## config.mk

```make
export PLATFORM = sky130hd
export DESIGN_NAME = addr_seq
export DESIGN_NICKNAME = d
export VERILOG_FILES = /design/src/rtl/addr_seq_pkg.sv /design/src/rtl/addr_seq_idx_add.sv /design/src/rtl/addr_seq.sv
export SDC_FILE = /design/constraint.sdc
export NUM_CORES = 1
export LEC_CHECK = 0
export BUFFER_PORTS_ARGS = -buffer_cell sky130_fd_sc_hd__buf_4
export CORE_UTILIZATION = 40
export DETAILED_ROUTE_END_ITERATION = 16
export PLACE_DENSITY = 0.62
export SYNTH_ARGS = -nofsm -noshare
export SYNTH_HDL_FRONTEND = slang
export SYNTH_SLANG_ARGS = --single-unit
```

## constraint.sdc

```tcl
create_clock -name CLK -period 5.55 [get_ports CLK]
set_input_delay 0 -clock CLK [delete_from_list [all_inputs] [get_ports CLK]]
set_output_delay 0 -clock CLK [all_outputs]
set_load 0.01 [all_outputs]
```

## src/rtl/addr_seq_pkg.sv

```systemverilog
// addr_seq_pkg: addressing-mode codes, FSM state encoding and small
// mode-decode helpers shared by the effective-address sequencer.
package addr_seq_pkg;

  // 4-bit addressing mode codes presented on addr_seq.mode
  localparam logic [3:0] IMM   = 4'd0;
  localparam logic [3:0] ZP    = 4'd1;
  localparam logic [3:0] ZP_X  = 4'd2;
  localparam logic [3:0] ZP_Y  = 4'd3;
  localparam logic [3:0] ABS   = 4'd4;
  localparam logic [3:0] ABS_X = 4'd5;
  localparam logic [3:0] ABS_Y = 4'd6;
  localparam logic [3:0] IND_X = 4'd7;
  localparam logic [3:0] IND_Y = 4'd8;
  localparam logic [3:0] IND   = 4'd9;

  typedef enum logic [2:0] {
    S_IDLE   = 3'd0,
    S_OP_LO  = 3'd1,
    S_OP_HI  = 3'd2,
    S_INDEX  = 3'd3,
    S_PTR_LO = 3'd4,
    S_PTR_HI = 3'd5,
    S_FIXUP  = 3'd6,
    S_DONE   = 3'd7
  } state_t;

  // Modes indexed by Y rather than X
  function automatic logic uses_y(input logic [3:0] m);
    return (m == ZP_Y) || (m == ABS_Y) || (m == IND_Y);
  endfunction

  // Operand bytes consumed by the instruction
  function automatic logic [1:0] adv_of(input logic [3:0] m);
    return ((m == ABS) || (m == ABS_X) || (m == ABS_Y) || (m == IND)) ? 2'd2 : 2'd1;
  endfunction

  function automatic logic mode_known(input logic [3:0] m);
    return m <= IND;
  endfunction

endpackage

```

## src/rtl/addr_seq_idx_add.sv

```systemverilog
// idx_add: W-bit adder with carry-in and carry-out.
//   a, b : operands
//   cin  : carry in
//   sum  : a + b + cin (mod 2^W)
//   cout : carry out of the top bit
module idx_add #(
  parameter int W = 8
) (
  input  logic [W-1:0] a,
  input  logic [W-1:0] b,
  input  logic         cin,
  output logic [W-1:0] sum,
  output logic         cout
);

  assign {cout, sum} = {1'b0, a} + {1'b0, b} + {{W{1'b0}}, cin};

endmodule

```

## src/rtl/addr_seq.sv

```systemverilog
// addr_seq: multi-cycle effective-address sequencer for the 6502-style core.
// Fetches operand / pointer bytes over a ready-handshaked read port and
// returns the effective address, operand byte count and page-cross flag.
//   CLK, R              : clock, async active-low reset
//   start/mode/is_write : request (sampled in IDLE only)
//   pc_in/idx_x/idx_y   : operand address and index registers, captured on start
//   mem_req/mem_addr    : read request and address (held while mem_rdy=0)
//   mem_rdy/mem_rdata   : read completion and data
//   busy/done           : in-flight flag, one-cycle completion pulse
//   ea/pc_adv/page_cross: result, held until the next accepted start
module addr_seq
  import addr_seq_pkg::*;
#(
  parameter int DATA_W       = 8,
  parameter int ADDR_W       = 16,
  parameter int PAGE_PENALTY = 1,
  parameter int JMP_IND_BUG  = 1
) (
  input  logic              CLK,
  input  logic              R,
  input  logic              start,
  input  logic [3:0]        mode,
  input  logic              is_write,
  input  logic [ADDR_W-1:0] pc_in,
  input  logic [DATA_W-1:0] idx_x,
  input  logic [DATA_W-1:0] idx_y,
  output logic              mem_req,
  output logic [ADDR_W-1:0] mem_addr,
  input  logic              mem_rdy,
  input  logic [DATA_W-1:0] mem_rdata,
  output logic              busy,
  output logic              done,
  output logic [ADDR_W-1:0] ea,
  output logic [1:0]        pc_adv,
  output logic              page_cross
);

  state_t            state, state_n;
  logic [3:0]        mode_r;
  logic              wr_r;
  logic [DATA_W-1:0] idx_r;
  logic [DATA_W-1:0] base_lo, base_lo_n;
  logic [ADDR_W-1:0] res_ea, res_ea_n;
  logic              res_cr, res_cr_n;
  logic [ADDR_W-1:0] maddr_n, ea_n;
  logic [1:0]        adv_n;
  logic              cr_n;

  function automatic logic [ADDR_W-1:0] zpg(input logic [DATA_W-1:0] b);
    return {{(ADDR_W-DATA_W){1'b0}}, b};
  endfunction

  // Index add: base_lo + idx; the high byte comes straight off the read bus
  // so ABS_X/Y and IND_Y finish in the cycle the last byte arrives.
  logic [DATA_W-1:0] lo_sum, hi_sum;
  logic              lo_co, unused_hi_co;

  idx_add #(.W(DATA_W)) u_lo (
    .a(base_lo), .b(idx_r), .cin(1'b0), .sum(lo_sum), .cout(lo_co));
  idx_add #(.W(DATA_W)) u_hi (
    .a(mem_rdata), .b({DATA_W{1'b0}}), .cin(lo_co), .sum(hi_sum), .cout(unused_hi_co));

  // Address increment of the current mem_addr. The carry into the high byte
  // is kept for the operand fetch and for IND without the page-wrap quirk;
  // zero-page pointers always wrap inside page 0.
  logic [DATA_W-1:0] inc_lo, inc_hi;
  logic              inc_co, unused_inc_co, full_inc;

  assign full_inc = (state == S_OP_LO) || ((mode_r == IND) && (JMP_IND_BUG == 0));

  idx_add #(.W(DATA_W)) u_inc_lo (
    .a(mem_addr[DATA_W-1:0]), .b({DATA_W{1'b0}}), .cin(1'b1), .sum(inc_lo), .cout(inc_co));
  idx_add #(.W(DATA_W)) u_inc_hi (
    .a(mem_addr[ADDR_W-1:DATA_W]), .b({DATA_W{1'b0}}), .cin(inc_co & full_inc),
    .sum(inc_hi), .cout(unused_inc_co));

  logic [ADDR_W-1:0] idx_ea;
  logic              fix_req;

  assign idx_ea  = {hi_sum, lo_sum};
  assign fix_req = (lo_co && (PAGE_PENALTY != 0)) || wr_r;

  always_comb begin
    state_n   = state;
    maddr_n   = mem_addr;
    base_lo_n = base_lo;
    res_ea_n  = res_ea;
    res_cr_n  = res_cr;
    ea_n      = ea;
    adv_n     = pc_adv;
    cr_n      = page_cross;
    case (state)
      S_IDLE: if (start) begin
        if ((mode == IMM) || !mode_known(mode)) begin
          state_n = S_DONE;
          ea_n    = pc_in;
          adv_n   = 2'd1;
          cr_n    = 1'b0;
        end else begin
          state_n = S_OP_LO;
          maddr_n = pc_in;
        end
      end
      S_OP_LO: if (mem_rdy) begin
        case (mode_r)
          ZP: begin
            state_n = S_DONE;
            ea_n    = zpg(mem_rdata);
            adv_n   = adv_of(mode_r);
            cr_n    = 1'b0;
          end
          ZP_X, ZP_Y, IND_X: begin
            base_lo_n = mem_rdata;
            state_n   = S_INDEX;
          end
          IND_Y: begin
            maddr_n = zpg(mem_rdata);
            state_n = S_PTR_LO;
          end
          default: begin
            base_lo_n = mem_rdata;
            maddr_n   = {inc_hi, inc_lo};
            state_n   = S_OP_HI;
          end
        endcase
      end
      S_OP_HI: if (mem_rdy) begin
        if (mode_r == IND) begin
          maddr_n = {mem_rdata, base_lo};
          state_n = S_PTR_LO;
        end else if ((mode_r == ABS_X) || (mode_r == ABS_Y)) begin
          res_ea_n = idx_ea;
          res_cr_n = lo_co;
          if (fix_req) state_n = S_FIXUP;
          else begin
            state_n = S_DONE;
            ea_n    = idx_ea;
            adv_n   = adv_of(mode_r);
            cr_n    = lo_co;
          end
        end else begin
          state_n = S_DONE;
          ea_n    = {mem_rdata, base_lo};
          adv_n   = adv_of(mode_r);
          cr_n    = 1'b0;
        end
      end
      S_INDEX: begin
        if (mode_r == IND_X) begin
          maddr_n = zpg(lo_sum);
          state_n = S_PTR_LO;
        end else begin
          state_n = S_DONE;
          ea_n    = zpg(lo_sum);
          adv_n   = adv_of(mode_r);
          cr_n    = 1'b0;
        end
      end
      S_PTR_LO: if (mem_rdy) begin
        base_lo_n = mem_rdata;
        maddr_n   = {inc_hi, inc_lo};
        state_n   = S_PTR_HI;
      end
      S_PTR_HI: if (mem_rdy) begin
        if (mode_r == IND_Y) begin
          res_ea_n = idx_ea;
          res_cr_n = lo_co;
          if (fix_req) state_n = S_FIXUP;
          else begin
            state_n = S_DONE;
            ea_n    = idx_ea;
            adv_n   = adv_of(mode_r);
            cr_n    = lo_co;
          end
        end else begin
          state_n = S_DONE;
          ea_n    = {mem_rdata, base_lo};
          adv_n   = adv_of(mode_r);
          cr_n    = 1'b0;
        end
      end
      S_FIXUP: begin
        state_n = S_DONE;
        ea_n    = res_ea;
        adv_n   = adv_of(mode_r);
        cr_n    = res_cr;
      end
      S_DONE:  state_n = S_IDLE;
      default: state_n = S_IDLE;
    endcase
  end

  always_ff @(posedge CLK or negedge R) begin
    if (!R) begin
      state      <= S_IDLE;
      mode_r     <= 4'd0;
      wr_r       <= 1'b0;
      idx_r      <= '0;
      base_lo    <= '0;
      res_ea     <= '0;
      res_cr     <= 1'b0;
      mem_req    <= 1'b0;
      mem_addr   <= '0;
      busy       <= 1'b0;
      done       <= 1'b0;
      ea         <= '0;
      pc_adv     <= 2'd0;
      page_cross <= 1'b0;
    end else begin
      if ((state == S_IDLE) && start) begin
        mode_r <= mode;
        wr_r   <= is_write;
        idx_r  <= uses_y(mode) ? idx_y : idx_x;
      end
      state      <= state_n;
      base_lo    <= base_lo_n;
      res_ea     <= res_ea_n;
      res_cr     <= res_cr_n;
      mem_addr   <= maddr_n;
      mem_req    <= (state_n == S_OP_LO) || (state_n == S_OP_HI) ||
                    (state_n == S_PTR_LO) || (state_n == S_PTR_HI);
      busy       <= (state_n != S_IDLE);
      done       <= (state_n == S_DONE);
      ea         <= ea_n;
      pc_adv     <= adv_n;
      page_cross <= cr_n;
    end
  end

endmodule

```

==> impl_metrics.json <==
{
  "vias": 5155,
  "syn-cell-area_mm2": 0.00537,
  "setup_tns_ps": 0,
  "via_per_inst": 6.04,
  "crit_fanout": 29,
  "placeableCoreArea_mm2": 0.0129,
  "fin_nets": 739,
  "path_class": "flip-flop to flip-flop",
  "cts_tree": "built",
  "peakVddDrop_mv": 0.263,
  "detail-route-antenna-nets": 0,
  "synth_top_family_by_area": "compound AO/OA/AOI/OAI gates",
  "grtUsageTotal_pct": 25.7,
  "end_kind": "flip-flop",
  "yosysWarnings": 0,
  "cp.required_ps": 5780,
  "final_cell_mix": "90 x buf_4, 79 x dfrtp_1, 44 x o21ai_0",
  "slew_violations": 0,
  "cap_violations": 0,
  "netlist_instances": 578,
  "cts.sinks": 79,
  "ys_ff_latch": 79,
  "wire_per_inst_um": 20.8,
  "crit_path_start": "state[2]",
  "final_common_cell": "buf_4",
  "fin_ws_ps": 1670,
  "worst_r2r_startpoint": "state[2]",
  "area_delta_synth_final_pct": 25.4,
  "cts_setup_buffers": 0,
  "whs_path_depth": 3,
  "setup_viol": 0,
  "fin_crit_ps": 3880,
  "diodes": 0,
  "hp-class": "primary input to flip-flop",
  "violations": "hold timing",
  "io_pins": 87,
  "grt_antenna_before_repair": 0,
  "cts_buffer_depth": 2,
  "hold_slack_ps": -0.639,
  "grt_pass1_wl_mm": 27.6,
  "hpwlAfterDp_mm": 12.8,
  "yosysSeqAreaShare_pct": 36.8,
  "dieArea_mm2": 0.0139,
  "drt_iter0_markers": 559,
  "path_clk_slew_ps": 70,
  "fillers": 1180,
  "final_layout_size_suffix_gt1_share_pct": 23.3,
  "syn_area_per_cell_um2": 9.29,
  "max_slew_margin_pct": 32.4,
  "htree_levels": 3,
  "port_buffers": 86,
  "skew_ps": 6.87,
  "synthDistinctLibCells": 71,
  "utilization_pct": 52.3,
  "p_per_area_mw_per_mm2": 671,
  "synth_edf_count": 0,
  "worst_pin_slew_ps": 1010,
  "r2r_cells": 6,
  "die_w_um": 118,
  "rsz0062_at_grt": "no",
  "synthAdderAreaFrac_pct": 3.40,
  "p_total_mw": 4.52,
  "crit_arrival_ps": 4110,
  "die_h_um": 118,
  "regToRegEndpoint": "res_ea[4]",
  "cts.repair.resized": 0,
  "async_flop_share_pct": 100,
  "r2r_slack_ps": 1670,
  "cts-root-buf": "clkbuf_16",
  "crit_end": "res_ea[4]",
  "cts_buffers": 9,
  "grt.overflow.total": 0,
  "initial_core_util_pct": 41.7,
  "fmax_mhz": 257,
  "synthFlopType": "dfrtp_1",
  "grt_max_degree": 80,
  "drc": 0,
  "synth_xor_xnor_area_share_pct": 2.61,
  "synthSimpleGateAreaFrac_pct": 17.0,
  "pre_cts_ws_ps": 1770,
  "synthMuxAreaShare_pct": 10.1,
  "place_congestion": 0.881,
  "cts_hold_buf": 35,
  "synth_compound_area_share_pct": 24.4,
  "synth.net_count": 641,
  "status": "finished, violations left",
  "drtPass1Iterations": 5,
  "period_share_pct": 70.0,
  "cp-start-kind": "flip-flop",
  "totalWireLength_mm": 17.8,
  "hold_viol": 1,
  "placementRows": 41,
  "clk_latency_ps": 350,
  "leakagePower_nw": 2.96,
  "first_global_vias": 5059
}
## metal layers
layer	GRT usage, %	wire [um]	part of all wire, %	vias up
li1	-	-	-	2360
met1	34.9	7890	44	2506
met2	39.6	8080	45	254
met3	4.51	1310	7.4	35
met4	11.9	484	2.7	0
met5	0	0	0	-
## registers in the layout, summed over array words and instances, names as in the netlist, 2 cells and up
signal    count
ea           16
mem_addr     16
res_ea       16
base_lo       8
idx_r         8
mode_r        4
state         3
pc_adv        2
## per-stage QoR
step / hold slack, ps / cells / area (um2)
after global routing: 14.6 / 853 / 6730
after floorplan: -296 / 578 / 5370
after detailed placement: 239 / 801 / 6040
final: -0.639 / 853 / 6730
after CTS: 1.05 / 852 / 6730
after global placement: 235 / 801 / 6040
## report_power, final
| part | total [mW] | switching [mW] | internal, mW |
|---|---|---|---|
| clock | 0.658 | 0.250 | 0.408 |
| combinational | 2.69 | 1.55 | 1.14 |
| sequential | 1.17 | 0.307 | 0.862 |
| total | 4.52 | 2.11 | 2.41 |
## cells in the mapped netlist, types with 4 or more instances
library cell,instances,share of area [%]
dfrtp_1,79,37
o21ai_0,44,4.1
nor2_1,42,2.9
nand2_1,38,2.7
a21oi_1,35,3.3
inv_1,26,1.8
mux2_2,22,4.6
clkbuf_1,18,1.3
mux2i_1,16,3.0
nand2b_1,16,1.9
a222oi_1,13,2.4
ha_1,13,3.0
nor3_1,12,1.1
a22o_1,11,1.8
nand3_1,11,1.0
xnor2_1,10,1.6
a31oi_1,9,1.0
buf_2,9,0.84
mux2_4,9,2.5
a211oi_1,8,1.1
a221oi_1,8,1.3
and3_1,7,0.82
nor2b_1,7,0.82
o211ai_1,6,0.84
or2_2,6,0.70
xor2_1,6,0.98
a32o_1,5,0.93
and2_1,5,0.58
buf_6,5,1.0
o221a_2,5,1.0
o221ai_1,5,0.82
o31ai_1,5,0.70
o32ai_1,5,0.82
a221o_1,4,0.75
buf_4,4,0.56
nor3b_1,4,0.56
o21a_1,4,0.56
## worst min-delay path by stage
| stage | slack (ps) | start | to |
|---|---|---|---|
| after floorplan | -300 | R | base_lo[0] |
| after global placement | 240 | R | mem_addr[6] |
| after detailed placement | 240 | is_write | wr_r |
| after CTS | 1 | pc_in[9] | mem_addr[9] |
| after global routing | 10 | pc_in[9] | mem_addr[9] |
| final | -0.6 | pc_in[9] | mem_addr[9] |
## layout make-up
type	instances	area [um2]	share of cell area [%]
clock buffer	10	239	3.55
clock inverter	6	91.3	1.36
inverter	26	97.6	1.45
multi-input combinational	435	3090	45.8
sequential	79	1980	29.4
tap	172	215	3.20
timing repair buffer	125	1030	15.2
## worst max-delay path, cell delays in order, from the launching register on
cell and delay [ps]:
dfrtp_1 1010, inv_1 420, o311ai_0 190, o21ai_0 150
a32oi_1 740, nand3_2 740, mux2_2 500
## kinds of logic after synthesis
logic type	count (synthesis)
buf+inv	64
mux	47
flops	79
compound gates	184
simple gates	174
fa+ha+maj	14
xor+xnor	16
No activity file was read; power rests on OpenSTA's default activity.
